### src/rtl/mmio_bus_router_pkg.sv
// Shared types and constants for the MMIO bus router and its decoder.
package mmio_pkg;

  typedef enum logic [1:0] {
    IDLE   = 2'd0,
    ACCESS = 2'd1,
    RESP   = 2'd2
  } mmioStateT;

  localparam logic [31:0] DEFAULT_BASE_ADDR = 32'hFFFF_FC00;

  // Fixed channel slots of the standard board map
  localparam int unsigned CH_LED    = 0;
  localparam int unsigned CH_SWITCH = 1;
  localparam int unsigned CH_TUBE   = 2;
  localparam int unsigned CH_UART   = 3;

  // Index width for n items, never below one bit
  function automatic int unsigned idxWidth(input int unsigned n);
    return (n > 1) ? $clog2(n) : 1;
  endfunction

endpackage

### src/rtl/mmio_bus_router_if.sv
// CPU-side request/response and channel-side strobe bundle of the router.
interface mmio_bus_router_if #(
  parameter int unsigned N_CH      = 4,
  parameter int unsigned ADDR_W    = 32,
  parameter int unsigned DATA_W    = 32,
  parameter int unsigned CH_ADDR_W = 4
);
  logic                   iReq;
  logic                   iWrite;
  logic [ADDR_W-1:0]      iAddr;
  logic [DATA_W-1:0]      iWData;
  logic [DATA_W-1:0]      oRData;
  logic                   oReady;
  logic                   oError;
  logic                   oBusy;
  logic [7:0]             oErrCount;
  logic [N_CH-1:0]        oChSel;
  logic                   oChWrite;
  logic [CH_ADDR_W-1:0]   oChAddr;
  logic [DATA_W-1:0]      oChWData;
  logic [N_CH-1:0]        iChReady;
  logic [N_CH*DATA_W-1:0] iChRData;

  // Router side
  modport slave (
    input  iReq, iWrite, iAddr, iWData, iChReady, iChRData,
    output oRData, oReady, oError, oBusy, oErrCount,
           oChSel, oChWrite, oChAddr, oChWData
  );

  // CPU plus peripheral side
  modport master (
    output iReq, iWrite, iAddr, iWData, iChReady, iChRData,
    input  oRData, oReady, oError, oBusy, oErrCount,
           oChSel, oChWrite, oChAddr, oChWData
  );
endinterface

### src/rtl/mmio_addr_decode.sv
// Combinational IO-window decode: region hit, channel index and byte offset.
module mmio_addr_decode
  import mmio_pkg::*;
#(
  parameter int unsigned       N_CH      = 4,
  parameter int unsigned       ADDR_W    = 32,
  parameter int unsigned       CH_ADDR_W = 4,
  parameter logic [ADDR_W-1:0] BASE_ADDR = ADDR_W'(DEFAULT_BASE_ADDR),
  parameter int unsigned       IDX_W     = idxWidth(N_CH)
) (
  input  logic [ADDR_W-1:0]    iAddr,
  output logic                 oHit_c,
  output logic [IDX_W-1:0]     oIdx_c,
  output logic [CH_ADDR_W-1:0] oOffset_c
);
  localparam int unsigned TAG_LSB = CH_ADDR_W + IDX_W;
  localparam int unsigned IDXC_W  = IDX_W + 1;

  // Region tag must match and the index must name an existing channel
  always_comb begin
    oIdx_c    = iAddr[CH_ADDR_W +: IDX_W];
    oOffset_c = iAddr[CH_ADDR_W-1:0];
    oHit_c    = (iAddr[ADDR_W-1:TAG_LSB] == BASE_ADDR[ADDR_W-1:TAG_LSB]) &&
                ({1'b0, oIdx_c} < IDXC_W'(N_CH));
  end

endmodule

### src/rtl/mmio_bus_router.sv
// Address-decoded MMIO router: one CPU data port fanned out to N_CH channels
// with per-access ready handshake, timeout and saturating error count.
module mmio_bus_router
  import mmio_pkg::*;
#(
  parameter int unsigned       N_CH      = 4,
  parameter int unsigned       ADDR_W    = 32,
  parameter int unsigned       DATA_W    = 32,
  parameter int unsigned       CH_ADDR_W = 4,
  parameter logic [ADDR_W-1:0] BASE_ADDR = ADDR_W'(DEFAULT_BASE_ADDR),
  parameter int unsigned       TIMEOUT   = 8
) (
  input logic               iCpuClock,
  input logic               iCpuReset,
  mmio_bus_router_if.slave  bus
);
  localparam int unsigned IDX_W = idxWidth(N_CH);
  localparam int unsigned CNT_W = idxWidth(TIMEOUT);

  mmioStateT            state, stateNext;
  logic [IDX_W-1:0]     idxQ, idxNext;
  logic [CNT_W-1:0]     waitCnt, waitCntNext;
  logic [DATA_W-1:0]    rDataQ, rDataNext;
  logic                 readyQ, readyNext;
  logic                 errorQ, errorNext;
  logic                 busyQ, busyNext;
  logic [7:0]           errCountQ, errCountNext;
  logic [N_CH-1:0]      chSelQ, chSelNext;
  logic                 chWriteQ, chWriteNext;
  logic [CH_ADDR_W-1:0] chAddrQ, chAddrNext;
  logic [DATA_W-1:0]    chWDataQ, chWDataNext;

  logic                 decHit_c;
  logic [IDX_W-1:0]     decIdx_c;
  logic [CH_ADDR_W-1:0] decOffset_c;
  logic                 selReady_c;
  logic [DATA_W-1:0]    selData_c;

  mmio_addr_decode #(
    .N_CH      (N_CH),
    .ADDR_W    (ADDR_W),
    .CH_ADDR_W (CH_ADDR_W),
    .BASE_ADDR (BASE_ADDR),
    .IDX_W     (IDX_W)
  ) u_decode (
    .iAddr     (bus.iAddr),
    .oHit_c    (decHit_c),
    .oIdx_c    (decIdx_c),
    .oOffset_c (decOffset_c)
  );

  // Ready and read data of the latched channel; other channels are ignored
  always_comb begin
    selReady_c = 1'b0;
    selData_c  = '0;
    for (int k = 0; k < int'(N_CH); k++) begin
      if (idxQ == IDX_W'(k)) begin
        selReady_c = bus.iChReady[k];
        selData_c  = bus.iChRData[k*DATA_W +: DATA_W];
      end
    end
  end

  // Next state and next values of every registered output
  always_comb begin
    stateNext    = state;
    idxNext      = idxQ;
    waitCntNext  = waitCnt;
    rDataNext    = '0;
    errorNext    = 1'b0;
    errCountNext = errCountQ;
    chWriteNext  = chWriteQ;
    chAddrNext   = chAddrQ;
    chWDataNext  = chWDataQ;

    case (state)
      IDLE: begin
        if (bus.iReq) begin
          if (decHit_c) begin
            stateNext   = ACCESS;
            idxNext     = decIdx_c;
            waitCntNext = '0;
            chWriteNext = bus.iWrite;
            chAddrNext  = decOffset_c;
            chWDataNext = bus.iWData;
          end else begin
            stateNext = RESP;
            errorNext = 1'b1;
          end
        end
      end
      ACCESS: begin
        if (selReady_c) begin
          stateNext = RESP;
          rDataNext = chWriteQ ? '0 : selData_c;
        end else if (waitCnt == CNT_W'(TIMEOUT - 1)) begin
          stateNext = RESP;
          errorNext = 1'b1;
        end else begin
          waitCntNext = waitCnt + 1'b1;
        end
      end
      RESP:    stateNext = IDLE;
      default: stateNext = IDLE;
    endcase

    readyNext = (stateNext == RESP);
    busyNext  = (stateNext != IDLE);
    chSelNext = (stateNext == ACCESS) ? (N_CH'(1) << idxNext) : '0;
    if (readyNext && errorNext && (errCountQ != 8'hFF)) begin
      errCountNext = errCountQ + 8'd1;
    end
  end

  // State and output registers; reset aborts any transfer in flight
  always_ff @(posedge iCpuClock or negedge iCpuReset) begin
    if (!iCpuReset) begin
      state     <= IDLE;
      idxQ      <= '0;
      waitCnt   <= '0;
      rDataQ    <= '0;
      readyQ    <= 1'b0;
      errorQ    <= 1'b0;
      busyQ     <= 1'b0;
      errCountQ <= '0;
      chSelQ    <= '0;
      chWriteQ  <= 1'b0;
      chAddrQ   <= '0;
      chWDataQ  <= '0;
    end else begin
      state     <= stateNext;
      idxQ      <= idxNext;
      waitCnt   <= waitCntNext;
      rDataQ    <= rDataNext;
      readyQ    <= readyNext;
      errorQ    <= errorNext;
      busyQ     <= busyNext;
      errCountQ <= errCountNext;
      chSelQ    <= chSelNext;
      chWriteQ  <= chWriteNext;
      chAddrQ   <= chAddrNext;
      chWDataQ  <= chWDataNext;
    end
  end

  assign bus.oRData    = rDataQ;
  assign bus.oReady    = readyQ;
  assign bus.oError    = errorQ;
  assign bus.oBusy     = busyQ;
  assign bus.oErrCount = errCountQ;
  assign bus.oChSel    = chSelQ;
  assign bus.oChWrite  = chWriteQ;
  assign bus.oChAddr   = chAddrQ;
  assign bus.oChWData  = chWDataQ;

endmodule
### src/flat_wrapper.sv
// flat-port wrapper written by rule: the top's interface ports become plain ports
module mmio_bus_router_flat import mmio_pkg::*;
#(
  parameter int unsigned       N_CH      = 4,
  parameter int unsigned       ADDR_W    = 32,
  parameter int unsigned       DATA_W    = 32,
  parameter int unsigned       CH_ADDR_W = 4,
  parameter logic [ADDR_W-1:0] BASE_ADDR = ADDR_W'(DEFAULT_BASE_ADDR),
  parameter int unsigned       TIMEOUT   = 8
)
  (iCpuClock, iCpuReset, bus_iReq, bus_iWrite, bus_iAddr, bus_iWData, bus_iChReady, bus_iChRData, bus_oRData, bus_oReady, bus_oError, bus_oBusy, bus_oErrCount, bus_oChSel, bus_oChWrite, bus_oChAddr, bus_oChWData);
  mmio_bus_router_if #(.N_CH(N_CH), .ADDR_W(ADDR_W), .DATA_W(DATA_W), .CH_ADDR_W(CH_ADDR_W)) bus_i ();
  input logic iCpuClock;
  input logic iCpuReset;
  input wire logic [$bits(bus_i.iReq)-1:0] bus_iReq;
  input wire logic [$bits(bus_i.iWrite)-1:0] bus_iWrite;
  input wire logic [$bits(bus_i.iAddr)-1:0] bus_iAddr;
  input wire logic [$bits(bus_i.iWData)-1:0] bus_iWData;
  input wire logic [$bits(bus_i.iChReady)-1:0] bus_iChReady;
  input wire logic [$bits(bus_i.iChRData)-1:0] bus_iChRData;
  output wire logic [$bits(bus_i.oRData)-1:0] bus_oRData;
  output wire logic [$bits(bus_i.oReady)-1:0] bus_oReady;
  output wire logic [$bits(bus_i.oError)-1:0] bus_oError;
  output wire logic [$bits(bus_i.oBusy)-1:0] bus_oBusy;
  output wire logic [$bits(bus_i.oErrCount)-1:0] bus_oErrCount;
  output wire logic [$bits(bus_i.oChSel)-1:0] bus_oChSel;
  output wire logic [$bits(bus_i.oChWrite)-1:0] bus_oChWrite;
  output wire logic [$bits(bus_i.oChAddr)-1:0] bus_oChAddr;
  output wire logic [$bits(bus_i.oChWData)-1:0] bus_oChWData;
  assign bus_i.iReq = bus_iReq;
  assign bus_i.iWrite = bus_iWrite;
  assign bus_i.iAddr = bus_iAddr;
  assign bus_i.iWData = bus_iWData;
  assign bus_i.iChReady = bus_iChReady;
  assign bus_i.iChRData = bus_iChRData;
  assign bus_oRData = bus_i.oRData;
  assign bus_oReady = bus_i.oReady;
  assign bus_oError = bus_i.oError;
  assign bus_oBusy = bus_i.oBusy;
  assign bus_oErrCount = bus_i.oErrCount;
  assign bus_oChSel = bus_i.oChSel;
  assign bus_oChWrite = bus_i.oChWrite;
  assign bus_oChAddr = bus_i.oChAddr;
  assign bus_oChWData = bus_i.oChWData;
  mmio_bus_router #(.N_CH(N_CH), .ADDR_W(ADDR_W), .DATA_W(DATA_W), .CH_ADDR_W(CH_ADDR_W), .BASE_ADDR(BASE_ADDR), .TIMEOUT(TIMEOUT)) u_core (.iCpuClock(iCpuClock), .iCpuReset(iCpuReset), .bus(bus_i));
endmodule
### config.mk
export PLATFORM = sky130hd
export DESIGN_NAME = mmio_bus_router_flat
export DESIGN_NICKNAME = d
export VERILOG_FILES = /design/src/rtl/mmio_bus_router_pkg.sv /design/src/rtl/mmio_bus_router_if.sv /design/src/rtl/mmio_addr_decode.sv /design/src/rtl/mmio_bus_router.sv /design/src/flat_wrapper.sv
export SDC_FILE = /design/constraint.sdc
export NUM_CORES = 1
export LEC_CHECK = 0
export BUFFER_PORTS_ARGS = -buffer_cell sky130_fd_sc_hd__buf_4
export CORE_AREA = 2 2 110 112
export DETAILED_ROUTE_END_ITERATION = 16
export DIE_AREA = 0 0 112 114
export HOLD_SLACK_MARGIN = 0.1
export PLACE_DENSITY = 0.72
export SYNTH_ARGS = -nofsm -noshare
export SYNTH_HDL_FRONTEND = slang
export SYNTH_HIERARCHICAL = 1
export SYNTH_SLANG_ARGS = --single-unit
export TNS_END_PERCENT = 30
### constraint.sdc
create_clock -name iCpuClock -period 3.7 [get_ports iCpuClock]
set_clock_uncertainty 0.1 [all_clocks]
set_input_delay 0.185 -clock iCpuClock [delete_from_list [all_inputs] [get_ports iCpuClock]]
set_output_delay 0.185 -clock iCpuClock [all_outputs]
set_load 0.02 [all_outputs]
# ---- After elaboration in Yosys (flattened, before gate mapping)
# Cells that the tools add are included.
dict set report word_totals {
  ff_bits 91
  output_inout_bits 84
  n_memories 0
  latchBits 0
  mem_bits_rw 0
  romBits 0
  inputBits 200
}
dict set report op_classes {
  n_lt_le_gt_ge 0
  n_mux 30
  n_bitwise 0
  reduce_logical 8
  n_shift 1
  n_div 0
  n_mul 0
  add_sub_neg 2
  eq_ne 13
}
# cell n
set op_table {}
lappend op_table {{32-bit 2-to-1 mux} 7}
lappend op_table {{26-bit equality test (second input constant)} 1}
lappend op_table {{2-bit 2-to-1 mux} 7}
lappend op_table {{3-bit 2-to-1 mux} 4}
lappend op_table {{8-bit by 1-bit adder with 8-bit output (second input constant)} 1}
lappend op_table {{1-bit 2-to-1 mux} 8}
lappend op_table {{8-bit != test (second input constant)} 1}
lappend op_table {{2-bit by 1-bit equality test with 1-bit output (second input constant)} 3}
lappend op_table {{2-bit equality test (second input constant)} 3}
lappend op_table {{2-bit != test (second input constant)} 3}
lappend op_table {{3-bit one-hot mux with 2 select lines} 1}
lappend op_table {{5-bit AND reduction} 1}
lappend op_table {{2-bit logical NOT} 2}
lappend op_table {{4-bit 2-to-1 mux} 1}
lappend op_table {{2-bit one-hot mux with 2 select lines} 1}
lappend op_table {{2-bit nonzero test} 2}
lappend op_table {{1-bit by 2-bit << shifter with 4-bit output (first input constant)} 1}
lappend op_table {{3-bit by 1-bit adder with 3-bit output (second input constant)} 1}
lappend op_table {{3-bit equality test (second input constant)} 1}
lappend op_table {{3-bit AND reduction} 1}
lappend op_table {{1-bit logical AND} 2}
lappend op_table {{2-bit by 1-bit != test with 1-bit output (second input constant)} 1}
lappend op_table {{1-bit one-hot mux with 2 select lines} 1}

# ---- Longest topological paths before layout
dict set report logic_depth {
  depth_word 10
  depth_mapped 9
  depth_no_buf 8
}

# ---- Modules after synthesis
# The synthesis kept the hierarchy.
# module area_per_inst_um2 cells_each n_inst
set by_module_without_submodules {}
lappend by_module_without_submodules {mmio_bus_router 4146.5 277 1}
lappend by_module_without_submodules {mmio_addr_decode 127.6 15 1}

# ---- Least setup slack after synthesis
# OpenSTA, ideal clock, no wires.
dict set report synth_path {
  path_kind {input -> register}
  start {input bus_iAddr[7]}
  end {register u_core.chWDataQ[0], in the netlist u_core/bus.oChWData[0]}
  setup_ns 0.125
  arrival_ns 2.802
  path_slack_ns 0.673
  n_path_buf 2
  cell_stages 7
  path_cell_list {or4b_1 -> or4_1 -> nor4_2 -> nor4bb_1 -> clkbuf_1 -> buf_2 -> mux2_2}
}
dict set report synth_between {
  elab_chain_cells 2
}
# item line_no
set synth_lines {}
lappend synth_lines {{start, declared} flat_wrapper.sv:17} ;# input wire logic [$bits(bus_i.iAddr)-1:0] bus_iAddr;
lappend synth_lines {{26-bit equality test} mmio_addr_decode.sv:23} ;# oHit_c = (iAddr[ADDR_W-1:TAG_LSB] == BASE_ADDR[ADDR_W-1:TAG_LSB]) &&
lappend synth_lines {{named net u_core.decHit_c} mmio_bus_router.sv:33} ;# logic decHit_c;
lappend synth_lines {{3-bit AND reduction (no source line)} -}
lappend synth_lines {{end signal, assigned} mmio_bus_router.sv:142} ;# chWDataQ <= chWDataNext;
lappend synth_lines {{end, declared} mmio_bus_router.sv:31} ;# logic [DATA_W-1:0] chWDataQ, chWDataNext;
# The timed path passes the listed nets, and every way through them passes these cells.
# A chain may end at the register's enable or synchronous reset.

# ---- Final worst setup path
dict set report layout_path {
  start {input bus_iAddr[7]}
  end {register u_core.chSelQ[0], in the netlist u_core/bus.oChSel[0]}
}
dict set report layout_between {
  elab_chain_cells 6
}
# item line_no
set layout_lines {}
lappend layout_lines {{26-bit equality test} mmio_addr_decode.sv:23}
lappend layout_lines {{named net u_core.decHit_c} mmio_bus_router.sv:33}
lappend layout_lines {{2-bit 2-to-1 mux} mmio_bus_router.sv:79} ;# if (decHit_c) begin
lappend layout_lines {{2-bit 2-to-1 mux} mmio_bus_router.sv:78} ;# if (bus.iReq) begin
lappend layout_lines {{2-bit 2-to-1 mux} mmio_bus_router.sv:76} ;# case (state)
lappend layout_lines {{named net u_core.idxNext[0]} mmio_bus_router.sv:21} ;# logic [IDX_W-1:0] idxQ, idxNext;
lappend layout_lines {{1-bit by 2-bit << shifter with 4-bit output} mmio_bus_router.sv:109} ;# chSelNext = (stateNext == ACCESS) ? (N_CH'(1) << idxNext) : '0;
lappend layout_lines {{4-bit 2-to-1 mux} mmio_bus_router.sv:109}
lappend layout_lines {{named net u_core.chSelNext[0]} mmio_bus_router.sv:28} ;# logic [N_CH-1:0] chSelQ, chSelNext;
lappend layout_lines {{end signal, assigned} mmio_bus_router.sv:139} ;# chSelQ <= chSelNext;
lappend layout_lines {{end, declared} mmio_bus_router.sv:28}
# The timed path passes the listed nets, and every way through them passes these cells.

==> results_dict.tcl <==
set metrics [dict create \
    outcome "finished, final reports clean" \
    worstSetupPathType "in2reg" \
    cts_buffers 9 \
    hold_ws_ns 0.180 \
    clkSinkCount 91 \
    setup_tns_ns 0 \
    dp_hpwl_microns 9360 \
    grt_pass1_vias 3873 \
    drt_pre_antenna_iters 4 \
    peakVddDrop_uv 212 \
    crit_fanout 5 \
    final_cells 757 \
    finalHoldViolations 0 \
    power-per-cell-area_nw_per_um2 342 \
    gr-total-overflow 0 \
    period_share_pct 73.2 \
    synth.area.top_cells "dfrtp_1 (53%), mux4_2 (17%), mux2_2 (9.7%), and3_1 (5.1%), clkbuf_1 (1.1%)" \
    nets 808 \
    cts-resized-gates 0 \
    clock_latency_ns 0.34 \
    p_leak_nw 3.74 \
    seqCellArea_sq_um 2280 \
    maxCapViolCount 0 \
    synth_ff_type "dfrtp_1" \
    die_y_microns 114 \
    first_iter_violations 207 \
    nFillCells 888 \
    place_congestion 0.825 \
    hp-class "in2reg" \
    dp_slack_ns 0.632 \
    setup_viol 0 \
    cts_setup_buffers 0 \
    relSlewSlack_pct 24.8 \
    antenna_cells 0 \
    yosysSeqAreaShare_pct 53.3 \
    finalCriticalPeriod_ns 2.71 \
    synthToLayoutAreaGrowth_pct 69.0 \
    async_flop_share_pct 100 \
    ys_ff_latch 91 \
    io_pins 284 \
    fin_ws_ns 0.990 \
    syn_inst 292 \
    core_area_sq_um 11700 \
    setup.worst_path.start_class "primary input" \
    num_vias 3720 \
    synth_cell_type_count 40 \
    synth.largest_area_cell "dfrtp_1" \
    synth.top_cell.area_share_pct 53.3 \
    syn_nets 495 \
    endpoint_kind "flip-flop" \
    io_buffer_count 283 \
    critical_path_arrival_ns 2.87 \
    num_rows 40 \
    drive_above_1_share_pct 62.8 \
    multiInputGateArea_sq_um 1860 \
    die_w_microns 112 \
    cts.htree.levels 3 \
    maxSlewViolCount 0 \
    syn_area_sq_um 4270 \
    initial_core_util_pct 36.5 \
    cp.required_ns 3.86 \
    rsz0062_at_grt "false" \
    cts_tree "done" \
    ant_nets 0 \
    dp_cells 701 \
    clockRootBuffer "clkbuf_16" \
    synth-edff-count 0 \
    cts_hold_buffers 40 \
    cts_buffer_depth 2 \
    grt_max_degree 92 \
    drc 0 \
    fmax_mhz 369 \
    antenna_found_initial 0 \
    grt_pass1_wl_microns 19300 \
    viasPerCell 4.91 \
    wl_per_cell_microns 16.9 \
    path_clk_slew_ns 0.06 \
    grt.total_usage_pct 19.3 \
    die_area_sq_um 12800 \
    tightestPinTransition_ns 1.13 \
    wirelength_microns 12800 \
    syn_area_per_cell_sq_um 14.6 \
    ys_warn_count 6 \
]
-- per-stage QoR --
| step | cell area (sq um) | power, mW | utilization [%] |
|---|---|---|---|
| global route | 7220 | 2.58 | 61.7 |
| floorplan | 4270 | 1.25 | - |
| finish | 7220 | 2.47 | 61.7 |
| CTS | 7220 | 2.50 | 61.7 |
| global placement | 6510 | 1.50 | 55.6 |
| detailed placement | 6510 | 1.52 | 55.6 |
-- layout make-up --
type                       instances  area share (%)
timing repair buffer             328            35.7
sequential                        91            31.5
clock inverter                     6            1.00
inverter                           4           0.208
tap                              147            2.55
clock buffer                      10            3.31
multi-input combinational        171            25.7
-- sequential cells by signal, summed over array words and instances (netlist names) --
register,cells
u_core/bus.oRData,32
u_core/waitCnt,3
u_core/bus.oChSel,4
u_core/bus.oChWData,32
u_core/bus.oReady,1
u_core/bus.oChWrite,1
u_core/bus.oBusy,1
u_core/state,2
u_core/idxQ,2
u_core/bus.oChAddr,4
u_core/bus.oErrCount,8
u_core/bus.oError,1
-- worst max-delay path, stage by stage --
cell and delay [ns]:
buf_4 0.10, or4b_1 0.50, or4_1 0.43, nor4_2 0.39, nor4bb_4 0.55, mux2_2 0.41, nand2b_1 0.16, nor2_1 0.13
-- routing by layer --
metal	vias up	track usage (%)	wire length (microns)
li1	1723	-	-
met2	194	33.1	6450
met3	13	4.20	978
met1	1790	24.2	5150
met5	-	0	0
met4	0	7.15	201
-- report_power, final --
| part | total, mW | switching, mW | internal (mW) |
|---|---|---|---|
| Clock | 0.940 | 0.391 | 0.549 |
| Combinational | 0.452 | 0.173 | 0.279 |
| Sequential | 1.08 | 0.0474 | 1.03 |
-- kinds of logic after synthesis --
kind of cell               Yosys count  synth area share (%)
adders and majority gates            3                 0.878
muxes                               72                  27.7
DFF                                 91                  53.3
AOI/OAI and AO/OA                   15                  2.49
xor gates and xnor gates             2                 0.410
and+or+nand+nor                     79                  11.6
buffers and inverters               30                  3.66
-- placed cells by master (no fill, tap or decap), drive strengths merged, types with 3 or more instances in the layout --
cell type and count:
inv 6, mux2 38, mux4 33, a31oi 3
nand2 13, nor2 8, clkbuf 10, buf 288
dlygate4sd3 40, ha 3, and3 35, a21oi 4
nand4 5, o21ai 4, dfrtp 91
-- worst paths after layout --
kind / slack [ns] / cells after the start / start / endpoint
min in group asynchronous: 0.50 / 2 / iCpuReset / u_core/bus.oErrCount[2]$_DFFE_PN0P_
max in group asynchronous: 2.19 / 2 / iCpuReset / u_core/idxQ[0]$_DFF_PN0_
worst max register to register: 1.18 / 4 / u_core/idxQ[0]$_DFF_PN0_ / u_core/bus.oErrCount[1]$_DFFE_PN0P_
worst min-delay path: 0.18 / 4 / bus_iAddr[5] / u_core/bus.oChSel[2]$_DFF_PN0_
worst min register to register: 0.39 / 1 / u_core/waitCnt[0]$_DFFE_PN0P_ / u_core/waitCnt[0]$_DFFE_PN0P_
worst max-delay path: 0.99 / 8 / bus_iAddr[7] / u_core/bus.oChSel[0]$_DFF_PN0_
-- synth_stat cells (2+ instances only) --
master    number
buf_4          6
and4_1         2
mux2_2        37
o21ai_0        4
and3_1        35
nand4_1        4
nor2_1         8
ha_1           3
buf_2          5
buf_6          2
xnor2_1        2
clkbuf_1      13
nand2_1       13
inv_1          4
a21oi_1        4
mux4_2        33
dfrtp_1       91
nand2b_1       2
a31oi_1        3
No activity file was read; power rests on OpenSTA's default activity.
